`src/rtl/hid_report_parser.sv`:
```
// HID boot-protocol mouse report parser: reassembles 3-byte frames,
// validates them, and tracks a clamped absolute cursor position.
module hid_report_parser #(
    parameter int TIMEOUT_CYC = 48000,
    parameter int POS_W       = 12,
    parameter int MAX_X       = 1919,
    parameter int MAX_Y       = 1079
) (
    input  logic             clk,
    input  logic             rst,
    input  logic [7:0]       rx_data,
    input  logic             rx_valid,
    output logic             rx_ready,
    output logic             report_valid,
    input  logic             report_ready,
    output logic [2:0]       buttons,
    output logic [7:0]       dx,
    output logic [7:0]       dy,
    output logic [2:0]       btn_press,
    output logic [POS_W-1:0] pos_x,
    output logic [POS_W-1:0] pos_y,
    input  logic             home,
    output logic [7:0]       err_count
);

    localparam int CW = $clog2(TIMEOUT_CYC + 1);
    localparam logic [CW-1:0] T_LAST = CW'(TIMEOUT_CYC - 1);
    localparam logic signed [POS_W+1:0] LIM_X = (POS_W + 2)'(MAX_X);
    localparam logic signed [POS_W+1:0] LIM_Y = (POS_W + 2)'(MAX_Y);

    typedef enum logic [1:0] {
        WAIT_BTN,
        WAIT_X,
        WAIT_Y,
        HOLD
    } state_t;

    state_t        state;
    logic [CW-1:0] tcnt;
    logic [2:0]    btn_stg;
    logic [2:0]    prev_buttons;
    logic [7:0]    dx_stg;
    logic          xfer;
    logic          tout;

    assign xfer = rx_valid && rx_ready;
    assign tout = !xfer && (tcnt == T_LAST);

    // Signed add at POS_W+2 bits so both underflow and overflow are visible
    function automatic logic [POS_W-1:0] step(
        input logic [POS_W-1:0]        pos,
        input logic [7:0]              d,
        input logic signed [POS_W+1:0] lim
    );
        logic signed [POS_W+1:0] sum;
        sum = $signed({2'b00, pos}) + $signed({{(POS_W - 6){d[7]}}, d});
        if (sum < 0)
            return '0;
        else if (sum > lim)
            return lim[POS_W-1:0];
        else
            return sum[POS_W-1:0];
    endfunction

    always_ff @(posedge clk) begin
        if (rst) begin
            state        <= WAIT_BTN;
            tcnt         <= '0;
            btn_stg      <= '0;
            dx_stg       <= '0;
            prev_buttons <= '0;
            rx_ready     <= 1'b1;
            report_valid <= 1'b0;
            buttons      <= '0;
            dx           <= '0;
            dy           <= '0;
            btn_press    <= '0;
            pos_x        <= '0;
            pos_y        <= '0;
            err_count    <= '0;
        end else begin
            btn_press <= '0;
            unique case (state)
                WAIT_BTN: begin
                    tcnt <= '0;
                    if (xfer) begin
                        if (rx_data[7:3] != 5'd0) begin
                            if (err_count != 8'hFF)
                                err_count <= err_count + 8'd1;
                        end else begin
                            btn_stg <= rx_data[2:0];
                            state   <= WAIT_X;
                        end
                    end
                end
                WAIT_X, WAIT_Y: begin
                    if (xfer) begin
                        tcnt <= '0;
                        if (state == WAIT_X) begin
                            dx_stg <= rx_data;
                            state  <= WAIT_Y;
                        end else begin
                            buttons      <= btn_stg;
                            dx           <= dx_stg;
                            dy           <= rx_data;
                            btn_press    <= btn_stg & ~prev_buttons;
                            prev_buttons <= btn_stg;
                            pos_x        <= step(pos_x, dx_stg, LIM_X);
                            pos_y        <= step(pos_y, rx_data, LIM_Y);
                            rx_ready     <= 1'b0;
                            report_valid <= 1'b1;
                            state        <= HOLD;
                        end
                    end else if (tout) begin
                        tcnt  <= '0;
                        state <= WAIT_BTN;
                        if (err_count != 8'hFF)
                            err_count <= err_count + 8'd1;
                    end else begin
                        tcnt <= tcnt + 1'b1;
                    end
                end
                HOLD: begin
                    tcnt <= '0;
                    if (report_ready) begin
                        report_valid <= 1'b0;
                        rx_ready     <= 1'b1;
                        state        <= WAIT_BTN;
                    end
                end
            endcase
            // home overrides any same-cycle position update
            if (home) begin
                pos_x <= '0;
                pos_y <= '0;
            end
        end
    end

endmodule

```
`config.mk`:
```
export PLATFORM = sky130hd
export DESIGN_NAME = hid_report_parser
export DESIGN_NICKNAME = d
export VERILOG_FILES = /design/src/rtl/hid_report_parser.sv
export SDC_FILE = /design/constraint.sdc
export NUM_CORES = 1
export LEC_CHECK = 0
export CORE_UTILIZATION = 55
export DETAILED_ROUTE_END_ITERATION = 6
export PLACE_DENSITY = 0.81
export SYNTH_ARGS = -nofsm -noshare
export SYNTH_HDL_FRONTEND = slang
export SYNTH_SLANG_ARGS = --single-unit
```
`constraint.sdc`:
```
create_clock -name clk -period 8.1 [get_ports clk]
set_input_delay 2.43 -clock clk [delete_from_list [all_inputs] [get_ports clk]]
set_output_delay 2.43 -clock clk [all_outputs]
set_load 0.05 [all_outputs]
```
==> results by group, run 1 <==
STA
  – Least-Margin Pin Slew: 1.00 ns
  – Fin. Hold Viols: 0
  – Final setup margin: 2.99 ns
  – Crit share post-route: 63.0%
  – RSZ-0062 raised after global routing: false
  – Max_slew headroom: 32.5%
  – Post-route minimum period: 5.11 ns
  – Max Clock Freq: 0.196 GHz
  – Skew final: 0.0126 ns
  – Final setup violation count: 0
  – Final Max Tran Viols: 0
  – Setup TNS: 0 ns

Setup path
  – R2R depth: 8
  – Req. time, crit path: 8.34 ns
  – CP Class: input port to flip-flop
  – CP Max Fanout: 16
  – CP Capture Type: flip-flop
  – Critical path origin: rx_data[7]
  – R2R setup slack: 5.05 ns
  – Reg-to-Reg Start: dx_stg[7]
  – Startpoint class of the critical path: input port
  – Crit path DAT: 5.34 ns

Detailed routing
  – WL final: 11600 um
  – Vias/cell: 5.80
  – Drt initial violations: 250
  – Final ANT Viol Nets: 0
  – Via Count: 4300
  – DRC errors left: 0
  – Drt pass-1 iters: 5
  – Routed length per instance: 15.6 um

Place
  – DP Wirelength: 8390 um
  – Place WS: 2.60 ns
  – Buffers added on ports: 68
  – Gp weighted congestion: 0.913
  – Placed cells: 725

Clock tree
  – H-Tree Depth: 3
  – CTS clk-pin slew, worst paths: 0.09 ns
  – Num CTS Buffers: 9
  – CTS root buffer: clkbuf_8
  – Max clock buf depth: 2
  – # Post-CTS Setup Buffers: 0
  – CTS resizes: 0
  – TritonCTS clock tree: yes
  – Clock Latency Late Sink: 0.37 ns
  – Hold Buf Count CTS: 0
  – CTS Sinks: 85

Yosys
  – Synthesized netlist net count: 615
  – Cell area after synthesis: 4720 um^2
  – Flops & latches, synth: 85
  – Top cells by count, synth: nand2_1, dfxtp_1, nor2_1, a21oi_1, ha_1
  – Seq/Total Area, Yosys: 36.0%
  – Post-synthesis cell count: 569
  – Ys flop type: dfxtp_1
  – Unique masters post-synth: 65
  – Top-area cell type share of the netlist area: 36.0%
  – Cell taking the most area after synthesis: dfxtp_1
  – Synth area leaders: dfxtp_1, ha_1, nand2_1
  – YS warnings: 0
  – FFs w/ async S/R, synth: 0%
  – Mean area per synthesized cell: 8.30 um^2
  – Count leader, synth: nand2_1
  – EDFF count, synth: 0

Die
  – Die X: 94.7 um
  – Initial Utilization: 57.2%
  – Die height: 94.7 um
  – Die area: 8960 um^2
  – Core Area: 8260 um^2
  – Total I/O pin count: 69
  – FP Rows: 33

Global route
  – GRT Resource Usage Total: 27.3%
  – Initial antenna violation count: 0
  – Number of global-route vias before repair: 4055
  – First-pass GRT wire length: 19200 um
  – Overflow after GRT: 0
  – Largest net degree at the start of global routing: 50

Finish
  – Post-layout util: 69.0%
  – Ant diodes: 0
  – Layout cell share with drive strength beyond 1: 6.13%
  – Fillers: 689
  – Layout Cells excl Fill: 741
  – Area of the multi-input gates: 2870 um^2
  – Reg area: 1700 um^2
  – Fin nets: 677
  – Area grow syn2layout: 20.6%

Worst hold path
  – Hold Crit Depth: 1
  – Hold path start: tcnt[0]
  – HP Class: flip-flop to flip-flop

Run status
  – Status: finished, final reports clean

Power
  – Pwr Total: 925 uW
  – Leakage Power: 2.05 nW
  – Power Dens Cells: 162 nW/um^2
  – Peak VDD IR: 0.0000813 V

Run
  – Max-cap viol count: 0
==> state kept, by name (all words and copies together) (netlist names) <==
name / flops
btn_press: 3
btn_stg: 3
dx: 8
dx_stg: 8
dy: 8
err_count: 8
pos_x: 12
pos_y: 12
prev_buttons: 3
report_valid: 1
rx_ready: 1
state: 2
tcnt: 16
==> layout make-up <==
cell class                 count  area share [%]
tap                          105            2.31
timing repair buffer          71            12.3
clock buffer                   9            2.17
clock inverter                 7            1.80
sequential                    85            29.9
inverter                      17            1.12
multi-input combinational    447            50.4
==> metrics by stage <==
step	hold WS, ns	instance area [um^2]
final	0.444	5700
after global placement	0.422	5470
after CTS	0.448	5700
after floorplan	0.413	4720
after global routing	0.466	5700
after detailed placement	0.436	5470
==> logic make-up (layout without fill, tap and decap cells) <==
family | after synthesis | after routing | synth area share (%)
DFF | 85 | 85 | 36.0
xor gates and xnor gates | 40 | 40 | 7.42
AOI/OAI and AO/OA | 118 | 118 | 18.0
and+or+nand+nor | 249 | 249 | 24.8
adders and majority gates | 33 | 33 | 9.06
muxes | 7 | 7 | 1.48
buffers and inverters | 37 | 104 | 3.26
==> worst max-delay path, cell delays in order <==
cell	delay [ns]
clkdlybuf4s50_1	0.75
ha_1	0.59
nand2_1	0.11
o21ai_1	0.27
a211oi_1	0.09
o21ai_1	0.39
nor3_1	0.08
a31oi_1	0.45
o31ai_1	0.17
==> where the power goes <==
part	switching, mW	internal (mW)
combinational	0.0919	0.0486
clock	0.171	0.178
sequential	0.00922	0.427
total	0.272	0.653
==> path summary, 6_finish.rpt <==
path,to
worst max-delay path,pos_y[8]
worst min-delay path,tcnt[0]
worst max register to register,pos_x[2]
worst min register to register,tcnt[0]
==> cell usage in the layout, fill, tap and decap left out, drive strengths merged, types with 9 or more instances in the layout <==
cell type,count
nand4,12
nand3,17
and3,9
nor2,82
clkdlybuf4s50,68
dfxtp,85
clkbuf,9
nand2,88
a311oi,12
a21oi,48
o21ai,13
ha,31
xor2,27
inv,19
xnor2,13
==> layer usage <==
layer | part of all wire [%] | routed length (um) | GRT usage (%)
met4 | 2.0 | 229 | 9.47
met3 | 5.0 | 580 | 5.39
met5 | 0 | 0 | 0
met2 | 47 | 5440 | 44.2
met1 | 46 | 5330 | 36.2
Note: power is estimated with default switching activity, not from simulation.
==> run 2: changes to the inputs <==
- CORE_UTILIZATION: 55 -> 49
- PLACE_DENSITY: 0.81 -> 0.76
- clock period: 8.1 -> 4.15 ns (I/O delays scaled with it)
==> run 2 against run 1 <==
Compared with the run above: combinational power increased by 100%; critical path depth increased by 2; sequential cell count unchanged; die area increased by 12%; global-route usage decreased by 3.3 points; non-clock buffer count increased by 8; register-to-register slack got worse by 3.9 ns; worst hold slack about the same; critical endpoint is now pos_y[10].
==> results by group, run 2 (synthesized netlist as in run 1, its figures left out) <==
Clock tree
  – Hold Buf Count CTS: 0
  – CTS clk-pin slew, worst paths: 0.09 ns
  – CTS Sinks: 85
  – TritonCTS clock tree: yes
  – CTS root buffer: clkbuf_8
  – Max clock buf depth: 2
  – H-Tree Depth: 3
  – Num CTS Buffers: 9
  – # Post-CTS Setup Buffers: 0
  – Clock Latency Late Sink: 0.36 ns
  – CTS resizes: 0

Detailed routing
  – Drt pass-1 iters: 5
  – Routed length per instance: 15.0 um
  – Via Count: 4358
  – DRC errors left: 0
  – WL final: 11600 um
  – Vias/cell: 5.64
  – Drt initial violations: 188
  – Final ANT Viol Nets: 0

Global route
  – Number of global-route vias before repair: 4100
  – Initial antenna violation count: 0
  – First-pass GRT wire length: 19300 um
  – Overflow after GRT: 0
  – GRT Resource Usage Total: 24.0%
  – Largest net degree at the start of global routing: 42

Finish
  – Post-layout util: 62.3%
  – Max reg flops: 16
  – Fin nets: 685
  – Layout Cells excl Fill: 773
  – Most frequent cells in the layout: nand2_1, dfxtp_1, nor2_1
  – Fillers: 834
  – Largest registers: tcnt: 16 flops, pos_x: 12 flops, pos_y: 12 flops
  – Ant diodes: 0
  – Biggest register: tcnt
  – Reg area: 1700 um^2
  – Layout cell share with drive strength beyond 1: 7.30%
  – Final instance area: 5780 um^2
  – Area of the multi-input gates: 2870 um^2
  – Area grow syn2layout: 22.4%
  – Most common cell after layout, fill and taps aside: nand2_1

Power
  – Pwr Total: 1.79 mW
  – Leakage Power: 2.09 nW
  – Peak VDD IR: 0.000161 V
  – Power Dens Cells: 309 nW/um^2

Setup path
  – Largest delay share family, worst path: compound AO/OA/AOI/OAI gates
  – Req. time, crit path: 4.41 ns
  – Max incr delay on CP: 0.48 ns
  – CP Max Fanout: 5
  – Startpoint class of the critical path: input port
  – R2R setup slack: 1.12 ns
  – Crit path DAT: 4.06 ns
  – CP bufs+invs: 2
  – CP Class: input port to flip-flop
  – Worst path slowest cell: clkdlybuf4s50_1
  – CP Capture Type: flip-flop
  – Worst path cell trace: clkdlybuf4s50_1, ha_1, inv_1, fa_1, nor2b_1, o211ai_1, a211oi_1, o41a_1, nor3b_1, a31oi_1, a311oi_1

Place
  – Post-place instance area: 5560 um^2
  – Placed cells: 757
  – DP Wirelength: 8580 um
  – Gp weighted congestion: 0.912
  – Place WS: 0.00649 ns
  – Buffers added on ports: 68

STA
  – Post-route minimum period: 3.80 ns
  – Max Clock Freq: 0.263 GHz
  – Least-Margin Pin Slew: 0.747 ns
  – Fin Hold WS: 0.444 ns
  – Setup TNS: 0 ns
  – Max_slew headroom: 49.9%
  – RSZ-0062 raised after global routing: false
  – Crit share post-route: 91.6%
  – Final setup violation count: 0
  – Final setup margin: 0.350 ns
  – Final Max Tran Viols: 0
  – Fin. Hold Viols: 0
  – Skew final: 0.00859 ns

Die
  – Die X: 100 um
  – Core Area: 9280 um^2
  – Die height: 100 um
  – Initial Utilization: 50.9%
  – Total I/O pin count: 69
  – FP Rows: 35
  – Die area: 10000 um^2

Run status
  – Status: finished, final reports clean

Worst hold path
  – HP Class: flip-flop to flip-flop

Run
  – Max-cap viol count: 0
-- run 2: layout make-up --
class | count | area share [%]
multi-input combinational | 447 | 49.7
sequential | 85 | 29.4
timing repair buffer | 79 | 13.2
tap | 129 | 2.79
clock buffer | 9 | 2.14
clock inverter | 7 | 1.67
inverter | 17 | 1.10
-- run 2: final timing paths --
check	startpoint	endpoint	depth (start not counted)
worst max-delay path	rx_data[0]	pos_y[10]	11
worst min register to register	tcnt[0]	tcnt[0]	1
worst max register to register	dx_stg[7]	pos_x[5]	8
worst min-delay path	tcnt[0]	tcnt[0]	1
-- run 2: metal layers --
metal	global-route usage, %	wire [um]	vias to the layer above
met2	40.4	5570	125
met5	0	0	-
met3	5.29	641	16
met4	6.69	187	0
met1	31.0	5200	2069
li1	-	-	2148
-- run 2: power by group --
| part | total, mW | internal, mW | switching (mW) |
|---|---|---|---|
| registers | 0.850 | 0.833 | 0.0175 |
| clock network | 0.657 | 0.342 | 0.314 |
| logic | 0.282 | 0.0998 | 0.182 |
| total | 1.79 | 1.27 | 0.514 |
==> variant: new RTL, flow settings as in run 2 <==
The 4 states of `state_t` get a one-hot encoding in 4 bits.
--- a/src/rtl/hid_report_parser.sv
+++ b/src/rtl/hid_report_parser.sv
@@ -28,11 +28,11 @@
     localparam logic signed [POS_W+1:0] LIM_X = (POS_W + 2)'(MAX_X);
     localparam logic signed [POS_W+1:0] LIM_Y = (POS_W + 2)'(MAX_Y);
 
-    typedef enum logic [1:0] {
-        WAIT_BTN,
-        WAIT_X,
-        WAIT_Y,
-        HOLD
+    typedef enum logic [3:0] {
+        WAIT_BTN = 4'b0001,
+        WAIT_X   = 4'b0010,
+        WAIT_Y   = 4'b0100,
+        HOLD     = 4'b1000
     } state_t;
 
     state_t        state;
Check against the original RTL: no difference found for any inputs over 4 cycles, from zero or initial values and one cycle with rst high; so few cycles prove little.
==> variant against run 2 <==
- critical path depth increased by 2
- total power increased by 2.4%
- via count decreased by 5.1%
- final area decreased by 0.43%
- maximum frequency decreased by 0.86%
- clock power decreased by 3.5%
- routed wire length decreased by 4.9%
- area after synthesis decreased by 1.6%
- sequential cell count increased by 2
- global-route usage decreased by 0.67 points
- setup slack got worse by 0.033 ns
- sequential power increased by 5.8%
- largest power group unchanged
==> variant: results <==
metrics = {
    "global_route": {
        "met3_usage_pct": 4.01,
        "grt_max_degree": 49,
        "grt_util_met1_pct": 28.8,
        "grt_usage_pct": 23.4,
        "grt_pass1_wl_mm": 18.6,
        "met2_usage_pct": 40.7,
        "grt_pass1_vias": 4071,
    },
    "setup_path": {
        "worstPathMaxFanout": 6,
        "r2r_start": "dx_stg[0]$_SDFFE_PP0P_",
        "rrSetupSlack_ns": 1.04,
    },
    "yosys": {
        "ys_seq_area_share_pct": 37.5,
        "synthTopCellsByCount": "dfxtp_1, nand2_1, nor2_1",
        "syn-num-nets": 586,
        "synth_cells": 543,
    },
    "outcome": {
        "status": "complete, no violations",
    },
    "timing": {
        "period_share_pct": 92.4,
        "worst_slew_pin_slew_ns": 0.660,
        "fin_skew_ns": 0.0105,
    },
    "power": {
        "power_per_cell_area_nw_per_um2": 318,
        "p_leak_nw": 2.31,
        "switching_share_pct": 29.8,
        "ir_worst_vdd_mv": 0.229,
    },
    "route": {
        "wl_met2_mm": 5.32,
        "via_per_inst": 5.62,
        "drt-met1-wl_mm": 5.00,
    },
    "placement": {
        "dpl.hpwl_mm": 8.14,
        "placed_area_um2": 5540,
    },
    "worst_hold_path": {
        "whs_endpoint": "dx[4]$_SDFFE_PP0P_",
        "hold_start": "dx[4]$_SDFFE_PP0P_",
        "hold_depth": 2,
    },
    "final_layout": {
        "n_fill_cell": 813,
        "fin_cells": 736,
    },
}
-- variant: cells by family after synthesis --
logic type	count (synthesis)	synth area share (%)
xor gates and xnor gates	41	7.89
and+or+nand+nor	205	20.4
adders and majority gates	30	8.40
muxes	14	3.01
DFF	87	37.5
buffers and inverters	43	3.53
AOI/OAI and AO/OA	123	19.3
-- variant: worst max-delay path: cells and delay by family --
| family | cells | cell delay [ns] |
|---|---|---|
| fa+ha+maj | 2 | 0.55 |
| compound gates | 6 | 1.38 |
| xor+xnor | 1 | 0.08 |
| buf+inv | 2 | 0.54 |
| simple gates | 2 | 0.26 |
-- variant: cell type report --
class	instances	area, um^2	share of cell area [%]
tap	111	139	2.41
clock buffer	10	138	2.39
multi-input combinational	413	2740	47.6
clock inverter	6	75.1	1.30
sequential	87	1740	30.3
timing repair buffer	91	853	14.8
inverter	18	67.6	1.17
